File: src/rtl/rf_wr_arbiter.sv
// rtl/rf_wr_arbiter.sv - two-requester register-file write arbiter with alternating priority and handshake checking
module rf_wr_arbiter #(
  parameter int DATA_W = 16,
  parameter int SEL_W  = 3
) (
  input  logic              clk,
  input  logic              rst,
  input  logic              req0_valid,
  input  logic [SEL_W-1:0]  req0_sel,
  input  logic [DATA_W-1:0] req0_data,
  output logic              req0_ready,
  input  logic              req1_valid,
  input  logic [SEL_W-1:0]  req1_sel,
  input  logic [DATA_W-1:0] req1_data,
  output logic              req1_ready,
  output logic              wr_en,
  output logic [SEL_W-1:0]  wr_sel,
  output logic [DATA_W-1:0] wr_data,
  output logic              grant_id,
  output logic              err
);

  logic              prio;
  logic              stall0, stall1;
  logic [SEL_W-1:0]  stall_sel0, stall_sel1;
  logic [DATA_W-1:0] stall_data0, stall_data1;
  logic              viol0, viol1;
  logic              accept;

  // prio only matters when both requesters contend
  always_comb begin
    req0_ready = 1'b0;
    req1_ready = 1'b0;
    if (rst) begin
      req0_ready = req0_valid && (!req1_valid || !prio);
      req1_ready = req1_valid && (!req0_valid || prio);
    end
  end

  assign accept = req0_ready || req1_ready;

  // A requester left waiting last cycle must present the identical request now
  always_comb begin
    viol0 = stall0 && (!req0_valid || (req0_sel != stall_sel0) || (req0_data != stall_data0));
    viol1 = stall1 && (!req1_valid || (req1_sel != stall_sel1) || (req1_data != stall_data1));
  end

  always_ff @(posedge clk or negedge rst) begin
    if (!rst) begin
      wr_en       <= 1'b0;
      wr_sel      <= '0;
      wr_data     <= '0;
      grant_id    <= 1'b0;
      err         <= 1'b0;
      prio        <= 1'b0;
      stall0      <= 1'b0;
      stall1      <= 1'b0;
      stall_sel0  <= '0;
      stall_sel1  <= '0;
      stall_data0 <= '0;
      stall_data1 <= '0;
    end else begin
      wr_en <= accept;
      if (accept) begin
        wr_sel   <= req1_ready ? req1_sel  : req0_sel;
        wr_data  <= req1_ready ? req1_data : req0_data;
        grant_id <= req1_ready;
        prio     <= req0_ready;
      end
      if (viol0 || viol1) begin
        err <= 1'b1;
      end
      stall0      <= req0_valid && !req0_ready;
      stall1      <= req1_valid && !req1_ready;
      stall_sel0  <= req0_sel;
      stall_sel1  <= req1_sel;
      stall_data0 <= req0_data;
      stall_data1 <= req1_data;
    end
  end

endmodule
File: config.mk
export PLATFORM = sky130hd
export DESIGN_NAME = rf_wr_arbiter
export DESIGN_NICKNAME = d
export VERILOG_FILES = /design/src/rtl/rf_wr_arbiter.sv
export SDC_FILE = /design/constraint.sdc
export NUM_CORES = 1
export LEC_CHECK = 0
export CAP_MARGIN = 5
export CELL_PAD_IN_SITES_DETAIL_PLACEMENT = 0
export CELL_PAD_IN_SITES_GLOBAL_PLACEMENT = 2
export CORE_MARGIN = 2
export CORE_UTILIZATION = 40
export CTS_CLUSTER_SIZE = 28
export DETAILED_ROUTE_END_ITERATION = 12
export DONT_BUFFER_PORTS = 1
export PLACE_DENSITY_LB_ADDON = 0.25
export RECOVER_POWER = 100
export SYNTH_ARGS = -nofsm -noshare
export SYNTH_HDL_FRONTEND = slang
export SYNTH_SLANG_ARGS = --single-unit
File: constraint.sdc
create_clock -name clk -period 1.8 [get_ports clk]
set_clock_uncertainty 0.05 [all_clocks]
set_input_delay 0.27 -clock clk [delete_from_list [all_inputs] [get_ports clk]]
set_output_delay 0.27 -clock clk [all_outputs]
set_load 0.05 [all_outputs]
==> results of run 1 <==
==> cells in the mapped netlist (all sizes together) <==
cell type and number:
xor2 17, and2 1, buf 4, nor3b 1, o211ai 1, nand3 1, nand2 6, xnor2 21
inv 3, a21oi 19, nor2 21, o31ai 1, nor4 5, o21ai 2, clkbuf 2, dfrtp 63
a21boi 1, nand4 6, mux2i 19
==> how the worst max path moves through the flow <==
stage | from | end | cells past startpoint
5_1_grt | prio$_DFFE_PN0P_ | wr_sel[2]$_DFFE_PN0P_ | 4
2_1_floorplan | prio$_DFFE_PN0P_ | req0_ready | 4
3_5_place_dp | stall_data1[2]$_DFF_PN0_ | err$_DFFE_PN0P_ | 5
3_3_place_gp | stall_data0[0]$_DFF_PN0_ | err$_DFFE_PN0P_ | 5
6_report | prio$_DFFE_PN0P_ | req0_ready | 4
4_1_cts | prio$_DFFE_PN0P_ | req0_ready | 4
==> state kept, by name, summed over array words and instances (netlist names) <==
register,flops
stall_data1,16
wr_sel,3
stall_data0,16
stall0,1
prio,1
wr_en,1
stall1,1
wr_data,16
stall_sel1,3
stall_sel0,3
grant_id,1
err,1
==> through the flow <==
stage	std cells	setup slack, ns	instance area [um2]
3_5_place_dp	268	0.135	2590
4_1_cts	325	0.0421	3200
3_3_place_gp	268	0.148	2590
2_1_floorplan	194	0.278	2470
6_report	331	0.130	3230
5_1_grt	331	0.0374	3230
==> worst reg2reg max path: stages, from the launching register on <==
cell and delay, ns:
dfrtp_1 0.44, o211ai_4 0.24, clkbuf_2 0.54, nor2_1 0.12, a21oi_1 0.17
==> per-layer routing <==
layer	wire length (um)	GRT usage [%]	share of wire, %
met1	2520	23.6	44
met2	2660	28.1	47
met3	425	6.09	7.5
met4	72	8.36	1.3
met5	0	0	0
==> layout by cell type (no fill, tap or decap) <==
cell type | netlist | routed
buf_4 | 2 | 7
nand2_4 | 0 | 1
and2_0 | 0 | 1
clkbuf_4 | 0 | 1
nor4_2 | 0 | 2
dfrtp_1 | 63 | 63
a21boi_2 | 0 | 1
nand4_1 | 6 | 6
o211ai_4 | 0 | 1
buf_12 | 0 | 1
nor2_1 | 21 | 21
xnor2_1 | 21 | 21
a21oi_1 | 19 | 19
clkinvlp_4 | 0 | 1
clkinv_2 | 0 | 2
nand2_1 | 5 | 5
clkbuf_8 | 0 | 11
clkbuf_1 | 2 | 4
inv_1 | 3 | 3
dlygate4sd3_1 | 0 | 40
nor3b_1 | 1 | 1
o31ai_1 | 1 | 1
clkbuf_2 | 0 | 1
o21ai_0 | 1 | 2
nand3_1 | 1 | 1
mux2i_1 | 19 | 19
xor2_1 | 17 | 17
nor4_1 | 5 | 3
==> where the power goes <==
group          total [W]  switching (W)  leakage [nW]  internal [W]
sequential       0.00201       0.000449         0.724       0.00156
combinational   0.000409       0.000190         0.642      0.000220
clock            0.00110       0.000532        0.0894      0.000572
==> layout make-up <==
cell class	instances	area, um2	area share (%)
clock inverters	3	17.5	0.543
well taps	75	93.8	2.91
multi-input cells	122	877	27.2
clock buffers	13	159	4.92
inverters	3	11.3	0.349
repair buffers	52	493	15.3
flip-flops and latches	63	1580	48.8
==> kinds of logic after synthesis <==
kind of cell	Yosys count	share of synthesized area [%]
and+or+nand+nor	41	7.76
DFF	63	63.9
buffers and inverters	9	1.77
muxes	19	7.71
AOI/OAI and AO/OA	24	5.37
xor gates and xnor gates	38	13.5
==> timing repair <==
action                                  CTS  global route
hold buffers                             41             0
pin swaps                                 1             2
gates resized for setup                   2             2
endpoints found under the hold margin   102             0
setup buffers                             0             6
endpoints found under the setup margin    1             2
==> impl_metrics.env, run 1 <==
export IMPL_whs_endpoint="wr_data[15]$_DFFE_PN0P_"
export IMPL_grt_antenna_before_repair=0
export IMPL_worstReg2RegEnd="wr_data[5]$_DFFE_PN0P_"
export IMPL_synth_fp_nets=236
export IMPL_maxCapViolations=0
export IMPL_io_pins=66
export IMPL_slew_violations=0
export IMPL_fin_crit_ns=1.67
export IMPL_synth_seq_area_share_pct=63.9
export IMPL_rsz0062_at_grt="false"
export IMPL_nNetsFinal=293
export IMPL_track_usage_pct=18.4
export IMPL_cp_required_ns=1.48
export IMPL_ys_warn_count=0
export IMPL_setup_viol=0
export IMPL_ys_types=22
export IMPL_critPathMaxStageDelay_ns=0.44
export IMPL_h_tree_depth=3
export IMPL_r2r_slack_ns=0.17
export IMPL_critPathKind="reg2out"
export IMPL_grt_pass1_wl_mm=8.84
export IMPL_critPathLaunchType="register"
export IMPL_clkSinkCount=63
export IMPL_worst_pin_slew_ns=0.852
export IMPL_critical_path_peak_fanout=8
export IMPL_critPathCaptureType="primary output"
export IMPL_grt_max_degree=64
export IMPL_dp_hpwl_mm=3.71
export IMPL_syn_area_per_cell_um2=12.7
export IMPL_finalSetupTns_ns=0
export IMPL_min_path_type="in2reg"
export IMPL_power_leakage_nw=1.46
export IMPL_syn_inst=194
export IMPL_path_delay_family="flip-flops"
export IMPL_min_path_cells=2
export IMPL_insertedDiodeCount=0
export IMPL_ant_nets=0
export IMPL_holdWs_ns=0.0506
export IMPL_outcome="finished clean"
export IMPL_min_period_over_period_pct=92.8
export IMPL_fp_dieW_um=82.5
export IMPL_crit_arrival_ns=1.35
export IMPL_synth_area_um2=2470
export IMPL_first_global_vias=1741
export IMPL_slew_headroom_pct=43.2
export IMPL_area_growth_syn_to_layout_pct=30.8
export IMPL_drc_errors=0
export IMPL_yosys_area_top_type="dfrtp_1"
export IMPL_clkSlewWorstSetupHoldPaths_ns=0.07
export IMPL_ys_ff_latch=63
export IMPL_clockBufferDepth=2
export IMPL_cts_tree="yes"
export IMPL_routabilityCongestion=0.714
export IMPL_cpMaxStageDelayCell="dfrtp_1"
export IMPL_die_h_um=82.5
export IMPL_synth_top_area_share_pct=63.9
export IMPL_drt_iter0_markers=45
export IMPL_finalHoldViolCount=0
export IMPL_wire_per_inst_um=17.1
export IMPL_start_util_pct=41.4
export IMPL_worst_path_buf_inv=2
export IMPL_vias=1634
export IMPL_viasPerCell=4.94
export IMPL_fillers=553
export IMPL_cts_buffers=9
export IMPL_firstDrtPassIters=3
export IMPL_drive_above_1_share_pct=11.3
export IMPL_port_buffer_count=0
export IMPL_max_vdd_ir_drop_mv=0.544
export IMPL_fmaxAchievable_ghz=0.599
export IMPL_std_cell_rows=28
export IMPL_core_area_um2=5960
export IMPL_cts_root_buf="clkbuf_8"
export IMPL_clk_latency_ns=0.33
export IMPL_dieArea_um2=6810
export IMPL_crit_chain="a21boi_2 -> nand2_4 -> inv_1 -> buf_4"
export IMPL_pwr_density_cell_nw_per_um2=1090
export IMPL_final_core_util_pct=54.2
export IMPL_rr_worst_depth=4
export IMPL_synth_area_leaders="dfrtp_1 64%, mux2i_1 7.7%, xnor2_1 7.5%"
export IMPL_min_from="req1_data[15]"
export IMPL_wirelength_mm=5.68
export IMPL_grt_overflow=0
export IMPL_total_power_w=0.00352
export IMPL_reg2reg_from="prio$_DFFE_PN0P_"
Power figures use the tool's default switching activity.
==> inputs of run 2 (changes only) <==
--- a/config.mk
+++ b/config.mk
@@ -13,7 +13,7 @@
 export CTS_CLUSTER_SIZE = 28
 export DETAILED_ROUTE_END_ITERATION = 12
 export DONT_BUFFER_PORTS = 1
-export PLACE_DENSITY_LB_ADDON = 0.25
+export PLACE_DENSITY = 0.82
 export RECOVER_POWER = 100
 export SYNTH_ARGS = -nofsm -noshare
 export SYNTH_HDL_FRONTEND = slang
==> impl_metrics.env, run 2 (synthesized netlist as in run 1, its figures left out) <==
export IMPL_vias=1628
export IMPL_area_growth_syn_to_layout_pct=29.0
export IMPL_dp_hpwl_mm=3.62
export IMPL_viasPerCell=4.99
export IMPL_routabilityCongestion=0.772
export IMPL_clkPwrFrac_pct=34.4
export IMPL_cts_tree="yes"
export IMPL_critical_path_peak_fanout=7
export IMPL_drc_errors=0
export IMPL_fmaxAchievable_ghz=0.589
export IMPL_grt_antenna_before_repair=0
export IMPL_grt_overflow=0
export IMPL_first_global_vias=1767
export IMPL_finalHoldViolCount=0
export IMPL_slew_violations=0
export IMPL_cp_required_ns=1.48
export IMPL_slew_headroom_pct=45.1
export IMPL_clkSlewWorstSetupHoldPaths_ns=0.07
export IMPL_dieArea_um2=6810
export IMPL_wirelength_mm=5.53
export IMPL_std_cell_rows=28
export IMPL_fin_crit_ns=1.70
export IMPL_h_tree_depth=3
export IMPL_final_core_util_pct=53.4
export IMPL_grt_max_degree=67
export IMPL_cts_setup_buffers=0
export IMPL_reg2reg_from="stall_data0[0]$_DFF_PN0_"
export IMPL_firstDrtPassIters=4
export IMPL_pwr_share_comb_pct=10.6
export IMPL_finalSetupTns_ns=0
export IMPL_core_area_um2=5960
export IMPL_drt_iter0_markers=80
export IMPL_wire_per_inst_um=17.0
export IMPL_crit_start="prio$_DFFE_PN0P_"
export IMPL_seqPwrFrac_pct=55.0
export IMPL_layout_commonest_cell="dfrtp_1"
export IMPL_rsz0062_at_grt="false"
export IMPL_setup_viol=0
export IMPL_pwr_density_cell_nw_per_um2=1140
export IMPL_critPathLaunchType="register"
export IMPL_insertedDiodeCount=0
export IMPL_worst_pin_slew_ns=0.824
export IMPL_start_util_pct=41.4
export IMPL_power_switching_w=0.00113
export IMPL_outcome="finished clean"
export IMPL_p_int_w=0.00251
export IMPL_power_leakage_nw=1.44
export IMPL_clockBufferDepth=2
export IMPL_fillers=527
export IMPL_max_vdd_ir_drop_mv=0.865
export IMPL_cts_buffers=9
export IMPL_final_cell_mix="63 x dfrtp_1, 39 x dlygate4sd3_1, 21 x nor2_1, 21 x xnor2_1"
export IMPL_reg_top3="stall_data0 (16), stall_data1 (16), wr_data (16)"
export IMPL_min_from="req1_valid"
export IMPL_critPathCaptureType="primary output"
export IMPL_min_period_over_period_pct=94.4
export IMPL_track_usage_pct=17.6
export IMPL_p_sw_share_pct=31.0
export IMPL_ant_nets=0
export IMPL_min_path_type="in2reg"
export IMPL_drive_above_1_share_pct=9.56
export IMPL_clk_latency_ns=0.33
export IMPL_crit_arrival_ns=1.38
export IMPL_cts_root_buf="clkbuf_8"
export IMPL_critPathKind="reg2out"
export IMPL_port_buffer_count=0
export IMPL_die_h_um=82.5
export IMPL_nNetsFinal=288
export IMPL_grt_pass1_wl_mm=8.74
export IMPL_clkSinkCount=63
export IMPL_fp_dieW_um=82.5
export IMPL_io_pins=66
export IMPL_maxCapViolations=0
[run 2: area by class of cell]
cell class / instances / area (um2) / share of cell area [%]
repair buffers: 47 / 440 / 13.8
clock buffers: 13 / 169 / 5.31
multi-input cells: 122 / 852 / 26.8
well taps: 75 / 93.8 / 2.95
clock inverters: 3 / 40.0 / 1.26
flip-flops and latches: 63 / 1580 / 49.5
inverters: 3 / 11.3 / 0.354
[run 2: layer usage]
layer  routed length (um)  vias to the layer above  global-route usage, %
met5                    0                        -                      0
met3                  382                        7                   5.33
met4                   75                        0                   7.87
met1                 2430                      812                   23.0
met2                 2650                       54                   27.1
li1                     -                      755                      -
[run 2: metrics by stage]
step                      std cells  total power, W  setup WS [ns]  hold slack, ns  instance area (um2)
after floorplan                 194         0.00224          0.278         -0.0756                 2470
after global placement          270         0.00231          0.144         -0.0740                 2590
after detailed placement        270         0.00232          0.117         -0.0741                 2590
after CTS                       324         0.00365         0.0468          -0.436                 3180
after global routing            326         0.00382         0.0287          0.0223                 3180
final                           326         0.00363          0.102          0.0201                 3180
[run 2: timing repair]
| action | CTS | global route |
|---|---|---|
| gates resized for setup | 0 | 2 |
| setup endpoints to repair | 0 | 2 |
| hold buffers | 38 | 2 |
| hold endpoints to repair | 101 | 63 |
[run 2: power by group through the flow]
stage	Clock [W]	Combinational, W	Sequential, W
after global routing	0.00136	0.000437	0.00202
after detailed placement	0	0.000292	0.00203
final	0.00125	0.000386	0.00200
after global placement	0	0.000285	0.00203
after CTS	0.00128	0.000363	0.00200
after floorplan	0	0.000242	0.00200
[run 2: worst paths after layout]
kind                                      endpoint  slack, ns  cells past startpoint
setup / recovery                        req0_ready       0.10                      4
min in group asynchronous          wr_en$_DFF_PN0_       0.56                      2
setup reg to reg                   err$_DFFE_PN0P_       0.18                      5
hold reg to reg                    err$_DFFE_PN0P_       0.46                      2
hold / removal                    stall1$_DFF_PN0_       0.02                      1
max in group asynchronous  stall_sel1[1]$_DFF_PN0_       0.60                      2
[run 2: worst max-delay path, stage by stage (launching register included)]
cell	delay, ns
dfrtp_1	0.42
a21boi_2	0.17
nand2_2	0.15
inv_1	0.08
clkbuf_4	0.22
